### config.mk
export PLATFORM = sky130hd
export DESIGN_NAME = lcd_timing_gen
export DESIGN_NICKNAME = d
export VERILOG_FILES = /design/src/rtl/lcd_timing_gen.sv
export SDC_FILE = /design/constraint.sdc
export NUM_CORES = 1
export LEC_CHECK = 0
export BUFFER_PORTS_ARGS = -buffer_cell sky130_fd_sc_hd__buf_2
export CAP_MARGIN = 10
export CORE_UTILIZATION = 30
export DETAILED_ROUTE_END_ITERATION = 8
export SLEW_MARGIN = 20
export SYNTH_ARGS = -nofsm -noshare
export SYNTH_HDL_FRONTEND = slang
export SYNTH_SLANG_ARGS = --single-unit
### constraint.sdc
create_clock -name i_lcd_pclk -period 1.9 [get_ports i_lcd_pclk]
set_clock_uncertainty 0.15 [all_clocks]
set_input_delay 0.095 -clock i_lcd_pclk [delete_from_list [all_inputs] [get_ports i_lcd_pclk]]
set_output_delay 0.095 -clock i_lcd_pclk [all_outputs]
set_load 0.02 [all_outputs]
### src/rtl/lcd_timing_gen.sv
`default_nettype none
// +--------------------------------------------------------------------------+
// | lcd_timing_gen: pixel-request / DE / HS / VS timing for parallel LCDs.   |
// | Revision: 1.0                                                            |
// +--------------------------------------------------------------------------+
module lcd_timing_gen #(
    parameter int   P_H_SYNC   = 128,
    parameter int   P_H_BACK   = 88,
    parameter int   P_H_DISP   = 800,
    parameter int   P_H_FRONT  = 40,
    parameter int   P_V_SYNC   = 2,
    parameter int   P_V_BACK   = 33,
    parameter int   P_V_DISP   = 480,
    parameter int   P_V_FRONT  = 10,
    parameter int   P_CNT_W    = 11,
    parameter int   P_DATA_W   = 24,
    parameter int   P_REQ_LEAD = 2,     // legal 1..4
    parameter int   P_MODE     = 0,     // 0 = DE-only, 1 = HV sync
    parameter logic P_HS_POL   = 1'b0,
    parameter logic P_VS_POL   = 1'b0
) (
    input  logic                i_lcd_pclk,
    input  logic                i_rst_n,
    input  logic                i_en,
    input  logic [P_DATA_W-1:0] i_pixel_data,
    output logic [P_CNT_W-1:0]  o_pixel_xpos,
    output logic [P_CNT_W-1:0]  o_pixel_ypos,
    output logic                o_data_req,
    output logic                o_frame_start,
    output logic                o_busy,
    output logic                o_lcd_de,
    output logic                o_lcd_hs,
    output logic                o_lcd_vs,
    output logic                o_lcd_bl,
    output logic                o_lcd_clk,
    output logic                o_lcd_rst,
    output logic [P_DATA_W-1:0] o_lcd_rgb
);

    localparam logic [P_CNT_W-1:0] C_H_LAST = P_CNT_W'(P_H_SYNC + P_H_BACK + P_H_DISP + P_H_FRONT - 1);
    localparam logic [P_CNT_W-1:0] C_V_LAST = P_CNT_W'(P_V_SYNC + P_V_BACK + P_V_DISP + P_V_FRONT - 1);
    localparam logic [P_CNT_W-1:0] C_H_BEG  = P_CNT_W'(P_H_SYNC + P_H_BACK);
    localparam logic [P_CNT_W-1:0] C_H_END  = P_CNT_W'(P_H_SYNC + P_H_BACK + P_H_DISP);
    localparam logic [P_CNT_W-1:0] C_V_BEG  = P_CNT_W'(P_V_SYNC + P_V_BACK);
    localparam logic [P_CNT_W-1:0] C_V_END  = P_CNT_W'(P_V_SYNC + P_V_BACK + P_V_DISP);

    localparam logic [1:0] C_ST_IDLE = 2'd0;
    localparam logic [1:0] C_ST_RUN  = 2'd1;
    localparam logic [1:0] C_ST_STOP = 2'd2;

    logic [1:0]            state_q, state_d;
    logic [P_CNT_W-1:0]    h_cnt_q, h_cnt_d, v_cnt_q, v_cnt_d;
    logic [P_CNT_W-1:0]    xpos_q, ypos_q;
    logic                  fs_q;
    logic [P_REQ_LEAD-1:0] de_pipe_q;
    logic                  lcd_de_q;
    logic [P_DATA_W-1:0]   rgb_q;
    logic                  w_busy, w_last, w_req;

    assign w_last = (h_cnt_q == C_H_LAST) && (v_cnt_q == C_V_LAST);
    assign w_req  = w_busy && (h_cnt_q >= C_H_BEG) && (h_cnt_q < C_H_END)
                           && (v_cnt_q >= C_V_BEG) && (v_cnt_q < C_V_END);

    always_ff @(posedge i_lcd_pclk or negedge i_rst_n) begin
        if (!i_rst_n) state_q <= C_ST_IDLE;
        else          state_q <= state_d;
    end

    // Stopping lets the current frame finish; the last count exits straight to idle.
    always_comb begin
        state_d = state_q;
        case (state_q)
            C_ST_IDLE: if (i_en) state_d = C_ST_RUN;
            C_ST_RUN:  if (!i_en) state_d = w_last ? C_ST_IDLE : C_ST_STOP;
            C_ST_STOP: begin
                if (i_en)        state_d = C_ST_RUN;
                else if (w_last) state_d = C_ST_IDLE;
            end
            default:   state_d = C_ST_IDLE;
        endcase
    end

    always_comb begin
        w_busy = 1'b0;
        case (state_q)
            C_ST_RUN, C_ST_STOP: w_busy = 1'b1;
            default:             w_busy = 1'b0;
        endcase
    end

    always_comb begin
        h_cnt_d = h_cnt_q;
        v_cnt_d = v_cnt_q;
        if (!w_busy) begin
            h_cnt_d = '0;
            v_cnt_d = '0;
        end else if (h_cnt_q == C_H_LAST) begin
            h_cnt_d = '0;
            v_cnt_d = (v_cnt_q == C_V_LAST) ? '0 : v_cnt_q + 1'b1;
        end else begin
            h_cnt_d = h_cnt_q + 1'b1;
        end
    end

    // de_pipe_q[0] is the request itself; the last stage marks the cycle its pixel arrives.
    always_ff @(posedge i_lcd_pclk or negedge i_rst_n) begin
        if (!i_rst_n) begin
            h_cnt_q   <= '0;
            v_cnt_q   <= '0;
            xpos_q    <= '0;
            ypos_q    <= '0;
            fs_q      <= 1'b0;
            de_pipe_q <= '0;
            lcd_de_q  <= 1'b0;
            rgb_q     <= '0;
        end else begin
            h_cnt_q      <= h_cnt_d;
            v_cnt_q      <= v_cnt_d;
            xpos_q       <= w_req ? h_cnt_q - C_H_BEG : '0;
            ypos_q       <= w_req ? v_cnt_q - C_V_BEG : '0;
            fs_q         <= w_req && (h_cnt_q == C_H_BEG) && (v_cnt_q == C_V_BEG);
            de_pipe_q[0] <= w_req;
            for (int k = 1; k < P_REQ_LEAD; k++) de_pipe_q[k] <= de_pipe_q[k-1];
            lcd_de_q     <= de_pipe_q[P_REQ_LEAD-1];
            rgb_q        <= de_pipe_q[P_REQ_LEAD-1] ? i_pixel_data : '0;
        end
    end

    generate
        if (P_MODE == 1) begin : g_hv_mode
            localparam logic [P_CNT_W-1:0] C_H_SYNC = P_CNT_W'(P_H_SYNC);
            localparam logic [P_CNT_W-1:0] C_V_SYNC = P_CNT_W'(P_V_SYNC);
            logic [P_REQ_LEAD-1:0] hs_pipe_q, vs_pipe_q;
            logic                  hs_act_q, vs_act_q;
            logic                  w_hs_raw, w_vs_raw;

            assign w_hs_raw = w_busy && (h_cnt_q < C_H_SYNC);
            assign w_vs_raw = w_busy && (v_cnt_q < C_V_SYNC);

            always_ff @(posedge i_lcd_pclk or negedge i_rst_n) begin
                if (!i_rst_n) begin
                    hs_pipe_q <= '0;
                    vs_pipe_q <= '0;
                    hs_act_q  <= 1'b0;
                    vs_act_q  <= 1'b0;
                end else begin
                    hs_pipe_q[0] <= w_hs_raw;
                    vs_pipe_q[0] <= w_vs_raw;
                    for (int k = 1; k < P_REQ_LEAD; k++) begin
                        hs_pipe_q[k] <= hs_pipe_q[k-1];
                        vs_pipe_q[k] <= vs_pipe_q[k-1];
                    end
                    hs_act_q <= hs_pipe_q[P_REQ_LEAD-1];
                    vs_act_q <= vs_pipe_q[P_REQ_LEAD-1];
                end
            end

            assign o_lcd_hs = hs_act_q ? P_HS_POL : ~P_HS_POL;
            assign o_lcd_vs = vs_act_q ? P_VS_POL : ~P_VS_POL;
        end else begin : g_de_mode
            assign o_lcd_hs = 1'b1;
            assign o_lcd_vs = 1'b1;
        end
    endgenerate

    assign o_pixel_xpos  = xpos_q;
    assign o_pixel_ypos  = ypos_q;
    assign o_data_req    = de_pipe_q[0];
    assign o_frame_start = fs_q;
    assign o_busy        = w_busy;
    assign o_lcd_bl      = w_busy;
    assign o_lcd_de      = lcd_de_q;
    assign o_lcd_rgb     = rgb_q;
    assign o_lcd_clk     = i_lcd_pclk;
    assign o_lcd_rst     = 1'b1;

endmodule
`default_nettype wire

Word level (Yosys, flattened, before mapping)
Cells that the tools add are included.
{"block": "word_totals", "regBits": 74, "input_bits": 27, "out_inout_bits": 55, "elab_cells": 52}
{"block": "classes", "n_addsub": 4, "n_lt_le_gt_ge": 4, "eq_ne": 10, "mux": 15, "reduce_logical": 10}
{"cell": "11-bit two-way mux", "count": 7}
{"cell": "24-bit two-way mux", "count": 1}
{"cell": "11-bit by 1-bit adder with 11-bit output, second input constant", "count": 2}
{"cell": "11-bit by 10-bit less-than comparator with 1-bit output, second input constant", "count": 2}
{"cell": "11-bit by 10-bit == test with 1-bit output, second input constant", "count": 1}
{"cell": "11-bit == test, second input constant", "count": 1}
{"cell": "11-bit by 6-bit == test with 1-bit output, second input constant", "count": 1}
{"cell": "11-bit by 8-bit == test with 1-bit output, second input constant", "count": 1}
{"cell": "11-bit by 6-bit >= comparator with 1-bit output, second input constant", "count": 1}
{"cell": "11-bit by 8-bit >= comparator with 1-bit output, second input constant", "count": 1}
{"cell": "11-bit by 6-bit subtractor with 11-bit output, second input constant", "count": 1}
{"cell": "11-bit by 8-bit subtractor with 11-bit output, second input constant", "count": 1}
{"cell": "2-bit two-way mux", "count": 5}
{"cell": "1-bit logical AND", "count": 7}
{"cell": "2-bit case mux with 3 select lines", "count": 1}
{"cell": "2-bit != test, second input constant", "count": 2}
{"cell": "3-bit != test, second input constant", "count": 1}
{"cell": "3-bit AND reduction", "count": 1}
{"cell": "2-bit by 1-bit == test with 1-bit output, second input constant", "count": 1}
{"cell": "2-bit == test, second input constant", "count": 1}
{"cell": "2-bit logical NOT", "count": 1}
{"cell": "2-bit by 1-bit != test with 1-bit output, second input constant", "count": 1}
{"cell": "2-bit OR reduction", "count": 1}
{"cell": "1-bit two-way mux", "count": 1}

Depth between registers and ports, before layout
{"block": "depth", "word_depth": 9, "ltp_mapped": 6, "depth_no_buf": 6}

==> results.json <==
{
  "status": "completed",
  "grt_pass1_wl_um": 13500,
  "cap_violations": 0,
  "synth_top_family_by_area": "simple AND/OR/NAND/NOR gates",
  "avgSynthCellArea_um2": 10.8,
  "synth.area.mux_share": 0.00331,
  "share_comb_of_total_power": 0.228,
  "path_cells": "buf_6, a2111o_1, o21ai_2, a22o_4, clkbuf_16, nor4_4",
  "globalplace.congestion": 0.830,
  "intPower_mw": 3.48,
  "hold_path.class": "input pin to asynchronous set/reset pin",
  "max-vdd-ir-drop_v": 0.000542,
  "ff2ff_setup_slack_ns": 0.006,
  "synth_area_leaders": "dfrtp_1 (54%), and2_1 (4.6%), nor3_1 (4.3%)",
  "start_util": 0.312,
  "syn_inst": 316,
  "synth-xor-area-share": 0.0540,
  "drv_slew": 0,
  "maxSlewHeadroom": 0.650,
  "p_clk_frac": 0.433,
  "grt_setup_unrepaired": "true",
  "cp.arrival_ns": 2.07,
  "met2_usage": 0.247,
  "viasPerCell": 4.74,
  "chipWidth_um": 109,
  "wl_per_cell_um": 14.3,
  "fin_setup_tns_ns": 0,
  "core-area_um2": 10900,
  "clk_pin_slew_ns": 0.06,
  "worst-path-max-fanout": 7,
  "hold_violations": 0,
  "switchingPower_mw": 1.38,
  "end_kind": "register",
  "dp_hpwl_um": 5730,
  "p_per_area_nw_per_um2": 941,
  "grt_max_degree": 75,
  "totalPowerFinal_mw": 4.85,
  "grt-busiest-layer": "met2",
  "required_ns": 2.08,
  "synth_cell_types": 50,
  "gr-usage-met1": 0.181,
  "finalWorstSetupSlack_ns": 0.00642,
  "nNetsFinal": 506,
  "drive_above_1_share": 0.394,
  "grt_pass1_vias": 2803,
  "clock_latency_ns": 0.45,
  "io_buffers": 78,
  "grt-ovfl-total": 0,
  "worstMarginPinSlew_ns": 0.524,
  "antenna_found_initial": 0,
  "synth_compound_area_frac": 0.0962,
  "first_pass_iters": 4,
  "r2r_end": "o_pixel_ypos[2]$_DFF_PN0_",
  "fmax_mhz": 528,
  "floorplan.rows": 38,
  "drc": 0,
  "yosys_warnings": 0,
  "reg2reg_depth": 6,
  "setup_violations": 0,
  "finalCriticalPeriod_ns": 1.89,
  "yosys_most_used_dff": "dfrtp_1",
  "synth_area_leader_cell": "dfrtp_1",
  "synthAdderAreaFrac": 0.0331,
  "cpPeakStageDelay_ns": 0.45,
  "synthArstFlopShare": 1.00,
  "swShare": 0.284,
  "die-area_um2": 11800,
  "met3_usage": 0.0458,
  "vias": 2914,
  "syn_area_um2": 3410,
  "yosysSeqAreaShare": 0.544,
  "yosys.area_share.simple": 0.216,
  "postRouteAntennaNets": 0,
  "cts_tree": "built",
  "ys_ff_latch": 74,
  "area_delta_synth_final_pct": 51.3,
  "crit_type": "register to register",
  "r2r_start": "v_cnt_q[1]$_DFFE_PN0P_",
  "crit_path_start_kind": "register",
  "n_antenna_cell": 0,
  "crit_path_top_delay_cell": "a2111o_1",
  "yosysTopAreaCellShare": 0.544,
  "wl_um": 8830,
  "drt_iter0_markers": 239,
  "grt_usage": 0.151,
  "power_leakage_nw": 2.57,
  "n_fill_cell": 974,
  "synth-edff-count": 0,
  "post-place-ws_ns": -0.0650,
  "io_pins": 82,
  "period_share": 0.997,
  "die_y_um": 109,
  "seqPwrFrac": 0.339
}
-- flip-flops by register name (all words and copies together), names as in the netlist --
name / count
o_lcd_de: 1
o_pixel_ypos: 11
o_lcd_rgb: 24
h_cnt_q: 11
state_q: 2
o_pixel_xpos: 11
de_pipe_q: 2
v_cnt_q: 11
o_frame_start: 1
-- metrics by stage --
| step | instance area, um^2 | utilization | cells | hold WS (ns) |
|---|---|---|---|---|
| 6_report | 5150 | 0.471 | 615 | 0.0451 |
| 3_5_place_dp | 4260 | 0.390 | 561 | 0.00298 |
| 2_1_floorplan | 3430 | - | 318 | -0.351 |
| 4_1_cts | 4930 | 0.451 | 607 | 0.0756 |
| 3_3_place_gp | 4260 | 0.390 | 561 | 0.00517 |
| 5_1_grt | 5150 | 0.471 | 615 | 0.0925 |
-- per-layer routing --
layer,vias up,share of wire
li1,1401,-
met1,1387,0.43
met2,114,0.48
met3,12,0.075
met4,0,0.019
met5,-,0
-- logic make-up (layout without fill, tap and decap cells) --
kind of cell             count (synthesis)  after routing
AO/OA/AOI/OAI                           46             46
XOR/XNOR                                21             21
adder cells (fa/ha/maj)                  9              9
buffers and inverters                   36            193
flip-flops                              74             74
multiplexers                             1              1
other                                    1              3
AND/OR/NAND/NOR                        128            128
-- final cells by class --
class,instances,area [um^2],area share
Clock buffer,14,319,0.0619
Clock inverter,6,72.6,0.0141
Inverter,10,37.5,0.00728
Multi-Input combinational cell,208,1520,0.294
Sequential cell,74,1850,0.359
Tap cell,140,175,0.0340
Timing Repair Buffer,163,1180,0.229
-- cells in the final DEF (no fill, tap or decap), types with 3 or more instances in the layout --
cell,n
nand2_1,10
dlygate4sd3_1,26
or3_1,5
ha_1,6
o211ai_1,5
buf_4,49
o21ai_0,9
buf_6,7
nor2b_1,4
conb_1,3
nor3_2,7
inv_1,10
clkbuf_16,14
nand4_1,6
and2_1,25
xor2_1,11
a21oi_1,6
a22o_1,4
nor3_1,20
dfrtp_1,74
nand3_2,3
a31oi_1,4
and3_1,3
buf_2,78
xnor2_1,10
nand3_1,8
nor2_1,21
o21ai_1,5
-- worst max-delay path by stage --
stage | end | from | cells past startpoint
floorplan | v_cnt_q[5]$_DFFE_PN0P_ | state_q[0]$_DFFE_PN0P_ | 6
CTS | v_cnt_q[2]$_DFFE_PN0P_ | h_cnt_q[6]$_DFF_PN0_ | 4
global placement | o_frame_start$_DFF_PN0_ | v_cnt_q[0]$_DFFE_PN0P_ | 5
detailed placement | o_frame_start$_DFF_PN0_ | v_cnt_q[1]$_DFFE_PN0P_ | 5
global route | o_pixel_ypos[2]$_DFF_PN0_ | v_cnt_q[1]$_DFFE_PN0P_ | 6
finish | o_pixel_ypos[2]$_DFF_PN0_ | v_cnt_q[1]$_DFFE_PN0P_ | 6
-- synth_stat cells, types with 2 or more instances --
cell / number
a21oi_1: 7
a22o_1: 5
a31oi_1: 4
and2_1: 25
and3_1: 3
and4_1: 2
buf_2: 8
buf_4: 7
clkbuf_1: 8
dfrtp_1: 74
ha_1: 9
inv_1: 10
nand2_1: 10
nand3_1: 9
nand3_2: 2
nand4_1: 6
nor2_1: 21
nor2b_1: 4
nor3_1: 29
nor4_1: 2
o211ai_1: 5
o21ai_0: 15
or3_1: 5
xnor2_1: 10
xor2_1: 11
-- power by group through the flow --
stage,clock network [mW],logic [mW],registers [mW]
6_report,2.10,1.11,1.64
5_1_grt,2.22,1.20,1.65
4_1_cts,2.14,1.07,1.65
3_5_place_dp,0.0492,1.02,1.67
3_3_place_gp,0.0492,1.01,1.67
2_1_floorplan,0.0615,0.572,1.68
-- repair_timing --
| action | in CTS | in global routing |
|---|---|---|
| setup endpoints to repair | 3 | 37 |
| endpoints found under the hold margin | 100 | 0 |
| buffers inserted | 1 | 5 |
| hold buffers | 26 | 0 |
| pin swaps | 4 | 17 |
| gates resized for setup | 5 | 30 |
| cloned | 0 | 3 |
-- critical path, delay by kind of cell (launching register included) --
kind	cells	cell delay [ns]
AO/OA/AOI/OAI	3	0.82
buffers and inverters	2	0.34
flip-flops	1	0.42
AND/OR/NAND/NOR	1	0.05
Note: power is estimated with default switching activity, not from simulation.
